`config.mk`:
```
export PLATFORM = sky130hd
export DESIGN_NAME = pcie_write_serializer_flat
export DESIGN_NICKNAME = d
export VERILOG_FILES = /design/src/rtl/pcie_write_serializer_if.sv /design/src/rtl/pcie_write_serializer.sv /design/src/flat_wrapper.sv
export SDC_FILE = /design/constraint.sdc
export NUM_CORES = 1
export LEC_CHECK = 0
export CAP_MARGIN = 10
export CORE_MARGIN = 3
export CORE_UTILIZATION = 50
export DETAILED_ROUTE_END_ITERATION = 6
export PLACE_DENSITY = 0.81
export SKIP_LAST_GASP = 1
export SLEW_MARGIN = 25
export SYNTH_ARGS = -nofsm -noshare
export SYNTH_HDL_FRONTEND = slang
export SYNTH_SLANG_ARGS = --single-unit
```
`constraint.sdc`:
```
create_clock -name clk -period 2.42 [get_ports clk]
set_input_delay 0.363 -clock clk [delete_from_list [all_inputs] [get_ports clk]]
set_output_delay 0.363 -clock clk [all_outputs]
set_load 0.05 [all_outputs]
```
`src/rtl/pcie_write_serializer_if.sv`:
```
// Message-in / RAM-write-out bundle for pcie_write_serializer.
// The master side offers messages and reports RAM backpressure; the slave side serializes.
interface pcie_write_serializer_if #(
    parameter int DATA_W = 128,
    parameter int NCHAN  = 64,
    parameter int ADDR_W = 11
);
    localparam int CHAN_W = (NCHAN > 1) ? $clog2(NCHAN) : 1;

    logic              in_valid;
    logic [DATA_W-1:0] in_data;
    logic [CHAN_W-1:0] in_chan;
    logic              in_ready;
    logic              ram_busy;
    logic [ADDR_W-1:0] ram_addr;
    logic [31:0]       ram_data;
    logic              ram_we;
    logic              done;

    modport master (
        output in_valid, in_data, in_chan, ram_busy,
        input  in_ready, ram_addr, ram_data, ram_we, done
    );

    modport slave (
        input  in_valid, in_data, in_chan, ram_busy,
        output in_ready, ram_addr, ram_data, ram_we, done
    );
endinterface

```
`src/rtl/pcie_write_serializer.sv`:
```
// Serializes a DATA_W message into 32-bit RAM writes at chan*NWORDS+k, each held WR_HOLD cycles.
// Optional macro WRSER_TOGGLE_EN stamps a per-channel toggle bit into bit 31 of the last word.
module pcie_write_serializer #(
    parameter int DATA_W  = 128,
    parameter int NCHAN   = 64,
    parameter int ADDR_W  = 11,
    parameter int WR_HOLD = 2
) (
    input  logic                    clk,
    input  logic                    rst_n,
    pcie_write_serializer_if.slave  bus
);
    localparam int NWORDS = DATA_W / 32;
    localparam int CHAN_W = (NCHAN > 1) ? $clog2(NCHAN) : 1;
    localparam int IDX_W  = (NWORDS > 1) ? $clog2(NWORDS) : 1;

    typedef enum logic [1:0] {IDLE = 2'd0, WRITE = 2'd1, WAIT = 2'd2} state_t;

    state_t            state_r, state_nxt_s;
    logic [IDX_W-1:0]  idx_r, idx_nxt_s;
    logic [3:0]        hold_r, hold_nxt_s;
    logic [CHAN_W-1:0] chan_r;
    logic [DATA_W-1:0] data_r, cap_data_s;
    logic [ADDR_W-1:0] ram_addr_r, addr_nxt_s;
    logic [31:0]       ram_data_r, wdata_nxt_s;
    logic              ram_we_r, we_nxt_s;
    logic              accept_s, done_s;

    function automatic logic [ADDR_W-1:0] word_addr(input logic [CHAN_W-1:0] chan,
                                                    input logic [IDX_W-1:0]  idx);
        return ADDR_W'(chan) * ADDR_W'(NWORDS) + ADDR_W'(idx);
    endfunction

    function automatic logic [31:0] word_of(input logic [DATA_W-1:0] d,
                                            input logic [IDX_W-1:0]  idx);
        return d[{idx, 5'd0} +: 32];
    endfunction

`ifdef WRSER_TOGGLE_EN
    logic [NCHAN-1:0] tog_r;

    // Per-channel toggle flips on every accepted message of that channel.
    always_ff @(posedge clk) begin
        if (!rst_n) begin
            tog_r <= '0;
        end else if (accept_s) begin
            tog_r[bus.in_chan] <= ~tog_r[bus.in_chan];
        end else begin
            tog_r <= tog_r;
        end
    end

    // Captured payload carries the pre-flip toggle in its top bit.
    always_comb begin
        cap_data_s = {tog_r[bus.in_chan], bus.in_data[DATA_W-2:0]};
    end
`else
    // Captured payload is the raw message.
    always_comb begin
        cap_data_s = bus.in_data;
    end
`endif

    // Next-state, next-output and done decode.
    always_comb begin
        state_nxt_s = state_r;
        idx_nxt_s   = idx_r;
        hold_nxt_s  = hold_r;
        addr_nxt_s  = ram_addr_r;
        wdata_nxt_s = ram_data_r;
        we_nxt_s    = 1'b0;
        accept_s    = 1'b0;
        done_s      = 1'b0;
        case (state_r)
            IDLE: begin
                if (bus.in_valid) begin
                    accept_s    = 1'b1;
                    state_nxt_s = WRITE;
                    idx_nxt_s   = '0;
                    hold_nxt_s  = 4'd0;
                    we_nxt_s    = 1'b1;
                    addr_nxt_s  = word_addr(bus.in_chan, '0);
                    wdata_nxt_s = cap_data_s[31:0];
                end else begin
                    addr_nxt_s  = '0;
                    wdata_nxt_s = 32'd0;
                end
            end
            WRITE: begin
                if (hold_r == 4'(WR_HOLD - 1)) begin
                    state_nxt_s = WAIT;
                end else begin
                    hold_nxt_s = hold_r + 4'd1;
                    we_nxt_s   = 1'b1;
                end
            end
            WAIT: begin
                if (bus.ram_busy) begin
                    state_nxt_s = WAIT;
                end else if (idx_r == IDX_W'(NWORDS - 1)) begin
                    done_s      = 1'b1;
                    state_nxt_s = IDLE;
                    addr_nxt_s  = '0;
                    wdata_nxt_s = 32'd0;
                end else begin
                    state_nxt_s = WRITE;
                    idx_nxt_s   = idx_r + IDX_W'(1);
                    hold_nxt_s  = 4'd0;
                    we_nxt_s    = 1'b1;
                    addr_nxt_s  = word_addr(chan_r, idx_r + IDX_W'(1));
                    wdata_nxt_s = word_of(data_r, idx_r + IDX_W'(1));
                end
            end
            default: begin
                state_nxt_s = IDLE;
                addr_nxt_s  = '0;
                wdata_nxt_s = 32'd0;
            end
        endcase
    end

    // State, counters, captured message and registered RAM outputs.
    always_ff @(posedge clk) begin
        if (!rst_n) begin
            state_r    <= IDLE;
            idx_r      <= '0;
            hold_r     <= 4'd0;
            chan_r     <= '0;
            data_r     <= '0;
            ram_addr_r <= '0;
            ram_data_r <= 32'd0;
            ram_we_r   <= 1'b0;
        end else begin
            state_r    <= state_nxt_s;
            idx_r      <= idx_nxt_s;
            hold_r     <= hold_nxt_s;
            ram_addr_r <= addr_nxt_s;
            ram_data_r <= wdata_nxt_s;
            ram_we_r   <= we_nxt_s;
            if (accept_s) begin
                chan_r <= bus.in_chan;
                data_r <= cap_data_s;
            end else begin
                chan_r <= chan_r;
                data_r <= data_r;
            end
        end
    end

    assign bus.in_ready = (state_r == IDLE);
    assign bus.ram_addr = ram_addr_r;
    assign bus.ram_data = ram_data_r;
    assign bus.ram_we   = ram_we_r;
    assign bus.done     = done_s;
endmodule

```
`src/flat_wrapper.sv`:
```
// flat-port wrapper written by rule: the top's interface ports become plain ports
module pcie_write_serializer_flat 
#(
    parameter int DATA_W  = 128,
    parameter int NCHAN   = 64,
    parameter int ADDR_W  = 11,
    parameter int WR_HOLD = 2
)
  (clk, rst_n, bus_in_valid, bus_in_data, bus_in_chan, bus_ram_busy, bus_in_ready, bus_ram_addr, bus_ram_data, bus_ram_we, bus_done);
  pcie_write_serializer_if #(.DATA_W(DATA_W), .NCHAN(NCHAN), .ADDR_W(ADDR_W)) bus_i ();
  input  logic clk;
  input  logic rst_n;
  input wire logic [$bits(bus_i.in_valid)-1:0] bus_in_valid;
  input wire logic [$bits(bus_i.in_data)-1:0] bus_in_data;
  input wire logic [$bits(bus_i.in_chan)-1:0] bus_in_chan;
  input wire logic [$bits(bus_i.ram_busy)-1:0] bus_ram_busy;
  output wire logic [$bits(bus_i.in_ready)-1:0] bus_in_ready;
  output wire logic [$bits(bus_i.ram_addr)-1:0] bus_ram_addr;
  output wire logic [$bits(bus_i.ram_data)-1:0] bus_ram_data;
  output wire logic [$bits(bus_i.ram_we)-1:0] bus_ram_we;
  output wire logic [$bits(bus_i.done)-1:0] bus_done;
  assign bus_i.in_valid = bus_in_valid;
  assign bus_i.in_data = bus_in_data;
  assign bus_i.in_chan = bus_in_chan;
  assign bus_i.ram_busy = bus_ram_busy;
  assign bus_in_ready = bus_i.in_ready;
  assign bus_ram_addr = bus_i.ram_addr;
  assign bus_ram_data = bus_i.ram_data;
  assign bus_ram_we = bus_i.ram_we;
  assign bus_done = bus_i.done;
  pcie_write_serializer #(.DATA_W(DATA_W), .NCHAN(NCHAN), .ADDR_W(ADDR_W), .WR_HOLD(WR_HOLD)) u_core (.clk(clk), .rst_n(rst_n), .bus(bus_i));
endmodule
```
# == Word-level counts from Yosys, hierarchy flattened ==
# Cells that the tools add are included.
# totals
latchBits,0
output_inout_bits,46
memories,0
word_cells,60
ff_bits,186
rom_bits,0
ramBits,0
# op_classes
n_eq_ne,9
shift,1
reduce_logical,7
bitwise_logic,1
n_mux,31
magnitude_cmp,0
mul,0
div_mod_pow,0
addsub,3
# op_table
op,count
$shiftx A128 B8 Y32,1
$mux W32,3
$pmux W32 S3,1
$pmux W11 S3,1
$mux W11,2
$mux W4,4
$mux W2,6
$pmux W4 S3,1
$add A8 B2 Y9,1
$mux W1,9
$mux W8,1
$ne A2 B2 Y1 const B,4
$pmux W2 S3,1
$reduce_and A5 Y1,1
$add A4 B1 Y4 const B,1
$eq A2 B2 Y1 const B,2
$eq A4 B1 Y1 const B,1
$pmux W2 S2,1
$reduce_and A2 Y1,2
$reduce_and A4 Y1,1
$pmux W1 S3,1
$reduce_bool A3 Y1,1
$add A2 B1 Y2 const B,1
$eq A2 B1 Y1 const B,1
4 further kinds,4

# == Longest topological paths before layout ==
# depth
depth_word,5
mapped_depth,7
mapped_depth_nobuf,5

# == Worst setup path before layout ==
# OpenSTA, ideal clock, no wires.
# synth_path
path_type,register to output
startpoint,register u_core.idx_r[0]
endpoint,output bus_done
path_slack_ps,71
n_path_buf,1
arrival_time_ps,1986
stages_incl_launch_ff,4
cell_sequence,dfxtp_1 -> ha_1 -> clkbuf_1 -> nor3b_1
# synth_via
elab_chain_len,4
# synth_lines
item,line,rtl
"start, declared",pcie_write_serializer.sv:20,"logic [IDX_W-1:0] idx_r, idx_nxt_s;"
"start signal, assigned",pcie_write_serializer.sv:135,idx_r <= idx_nxt_s;
$eq A2 B2 Y1,pcie_write_serializer.sv:100,end else if (idx_r == IDX_W'(NWORDS - 1)) begin
$mux W1,pcie_write_serializer.sv:100,
$mux W1,pcie_write_serializer.sv:98,if (bus.ram_busy) begin
$mux W1,pcie_write_serializer.sv:74,case (state_r)
"end, declared",flat_wrapper.sv:21,output wire logic [$bits(bus_i.done)-1:0] bus_done;
# Every way passes these cells.

# == Final worst setup path ==
# layout_path
startpoint,register u_core.state_r[0]
endpoint,output bus_in_ready
# layout_via
elab_chain_len,1
# layout_lines
item,line,rtl
"start, declared",pcie_write_serializer.sv:19,"state_t state_r, state_nxt_s;"
"start signal, assigned",pcie_write_serializer.sv:134,state_r <= state_nxt_s;
$logic_not A2 Y1,pcie_write_serializer.sv:150,assign bus.in_ready = (state_r == IDLE);
"end, declared",flat_wrapper.sv:17,output wire logic [$bits(bus_i.in_ready)-1:0] bus_in_ready;
# Every way passes these cells.

==> flow_summary.ini <==
[global_routing]
grt_pass1_wl_mm = 32.25
antenna_found_initial = 1
groute.usage.overall_pct = 24.46
first_global_vias = 6379
grt.overflow.total = 0
pin_count_of_the_biggest_net_entering_global_routing = 109

[sta]
setup_tns_final_ns = 0
max_slew_margin_vs_limit_pct = 51.17
max_clk_rate_mhz = 448.4
tightestPinTransition_ns = 0.7281
finalHoldWorstSlack_ns = 0.4498
period_share_pct = 92.15
grt_setup_unrepaired = false
timing.final.hold_violations = 0
slew_viol_final = 0
setup-violations-final = 0
clk_skew_ns = 0.01068
fin_crit_ns = 2.230

[worst_setup_path]
cp.buffers_inverters = 1
timing.critical_path.fanout_max = 13
critical_path.startpoint = u_core.state_r[0]$_SDFFE_PN0P_
worst-setup-path-type = reg2out
worst_path_largest_cell_delay_ns = 0.82
worst_r2r_src = u_core.idx_r[1]$_SDFFE_PN0P_
cp.arrival_ns = 1.87
critical_path.slowest_cell = clkdlybuf4s50_1
cp_cell_instances = nor2_1 > clkdlybuf4s50_1
critical_path.startpoint_type = register
cpLargestDelayFamily = buffers and inverters
crit_required_ns = 2.06
timing.critical_path.to_type = primary output

[power]
p_int_mw = 5.295
total_leakage_power_nw = 3.860
pwr-share-seq_pct = 46.0
p_comb_share_pct = 15.9
netSwitchingPower_mw = 1.921
power_switching_share_pct = 26.62
pwr_density_cell_mw_per_mm2 = 711.2
max-vdd-ir-drop_v = 0.0005218
power_frac_clock_pct = 38.1

[final_layout]
nets = 1133
syn_to_final_growth_pct = 34.54
final_cell_area_mm2 = 0.01015
layout.cells.non_filler = 1189
drive_above_1_share_pct = 9.263
final_cell_mix = nand2_1 (285), dfxtp_1 (182), clkdlybuf4s50_1 (179), a21oi_1 (139)
multi_input_area_mm2 = 0.003523
layout.cells.most_common = nand2_1
nFillCells = 1150
sequential_cell_area_mm2 = 0.003665

[cts]
cts.root.buffer_cell = clkbuf_16
cts_hold_buffers = 0
clock_tree_from_tritoncts = yes
cts.repair_timing.setup_buffer_count = 0
cts-buffers-inserted = 17
cts-resized-gates = 0
clock_input_transition_at_the_sequential_cells_of_the_worst_setup_and_hold_paths_ns = 0.07
number_of_buffers_between_clock_root_and_the_deepest_sink = 2
htreeDepth = 4
tritoncts_num_sinks = 183
later_pin_clock_latency_in_the_skew_report_ns = 0.42

[placed_design]
place_area_mm2 = 0.009554
place_inst = 1156
finalWeightedCongestion = 0.7647
placement.io_buffers = 180
hpwlAfterDp_mm = 13.12

[floorplan]
initial_core_utilization_pct = 51.50
dieWidth_um = 128.8
placement_rows = 44
core_region_area_mm2 = 0.01464
die_span_y_um = 128.8
die_area_mm2 = 0.01659
num_io_pins = 184

[yosys]
netlist.top_cell.by_area = dfxtp_1
post_synth_instance_area_mm2 = 0.007541
yosys_register_bits = 183
synth_warnings = 0
ys_seq_area_share_pct = 48.58
asyncSetResetFlopFracSynth_pct = 0
synth-main-ff-cell = dfxtp_1
synth_top_area_share_pct = 48.58
syn-instance-count = 843
post_synth_main_area_contributors = dfxtp_1 (49%), nand2_1 (14%), a21oi_1 (9.3%)
edff_count_synth = 0
library_cells_used_by_synthesis = 45
syn_avg_cell_area_um2 = 8.945

[route]
detailedRoute.firstIterationViolations = 671
wl_mm = 20.33
firstDrtPassIters = 5
drtAntennaViolNets = 0
num_vias = 6632
route.detailed.wl_per_inst_um = 17.09
post-route-drc-count = 0
drt-vias-per-instance = 5.578

[hold_path]
class_of_the_tightest_hold_or_removal_check = reg2reg
min-delay-start = u_core.data_r[42]$_SDFFE_PN0P_

[run]
drv.max_cap_violation_count = 0

[run_status]
run_status = completed
## logic make-up after synthesis
group	count (synthesis)	share of synthesized area, %
buf+inv	79	5.193
mux	33	10.04
simple gates	345	19.33
fa+ha+maj	4	0.6637
other cells	1	0.04973
flops	183	48.58
compound gates	198	16.14
## power by group through the flow
stage / Sequential [mW] / Clock, mW / Combinational (mW)
finish: 3.32 / 2.75 / 1.15
global route: 3.34 / 2.93 / 1.24
CTS: 3.32 / 2.79 / 1.15
detailed placement: 3.38 / 0 / 1.14
global placement: 3.37 / 0 / 1.13
floorplan: 3.49 / 0 / 0.523
## state kept, by name (all words and copies together), names as in the netlist
register             flops
u_core.bus.ram_we        1
u_core.data_r          128
u_core.bus.ram_addr      8
u_core.state_r           2
u_core.chan_r            6
u_core.bus.ram_data     32
u_core.hold_r            4
u_core.idx_r             2
## area by class of cell
class / count / area share [%]
Sequential cell: 183 / 36.12
Multi-Input combinational cell: 583 / 34.73
Timing Repair Buffer: 203 / 20.92
Clock buffer: 18 / 4.329
Tap cell: 184 / 2.269
Clock inverter: 14 / 1.480
Inverter: 3 / 0.1357
Antenna cell: 1 / 0.02466
## synth_stat cells, types with 2 or more instances
cell type and count:
a211oi_1 2, a21oi_1 140, a221o_1 32, a22o_1 6, and3_1 32, buf_1 15
buf_2 30, buf_4 3, buf_6 4, clkbuf_1 23, dfxtp_1 183, ha_1 4
inv_1 2, mux4_1 7, mux4_2 25, nand2_1 285, nand2b_1 3, nand3_1 2
nor2_1 6, nor3b_1 3, nor4_1 2, o21a_1 3, o21ai_0 3, o22ai_1 6
or3b_2 2
## tightest hold or removal path: stages (launching register included)
cell and delay, ns:
dfxtp_1 0.31, nand2_1 0.05, a21oi_1 0.05
## path summary, 6_finish.rpt
check / slack, ns / depth (start not counted) / to
min: 0.45 / 2 / u_core.data_r[42]$_SDFFE_PN0P_
min reg2reg: 0.45 / 2 / u_core.data_r[42]$_SDFFE_PN0P_
max: 0.19 / 2 / bus_in_ready
max reg2reg: 0.36 / 5 / u_core.bus.ram_data[2]$_SDFFE_PN0P_
## stage by stage
stage | worst slack [ns] | utilization [%] | power (mW)
CTS | 0.1783 | 69.27 | 7.255
detailed placement | 0.2983 | 65.24 | 4.522
global route | 0.07476 | 69.28 | 7.506
finish | 0.1900 | 69.28 | 7.216
global placement | 0.3460 | 65.24 | 4.501
floorplan | 0.07145 | - | 4.009
## routing by layer
| metal | part of all wire, % | GRT usage, % |
|---|---|---|
| met5 | 0 | 0 |
| met4 | 0.97 | 6.918 |
| met3 | 7.0 | 6.725 |
| met2 | 48 | 38.72 |
| met1 | 44 | 33.10 |
(Power assumes the default switching activity.)
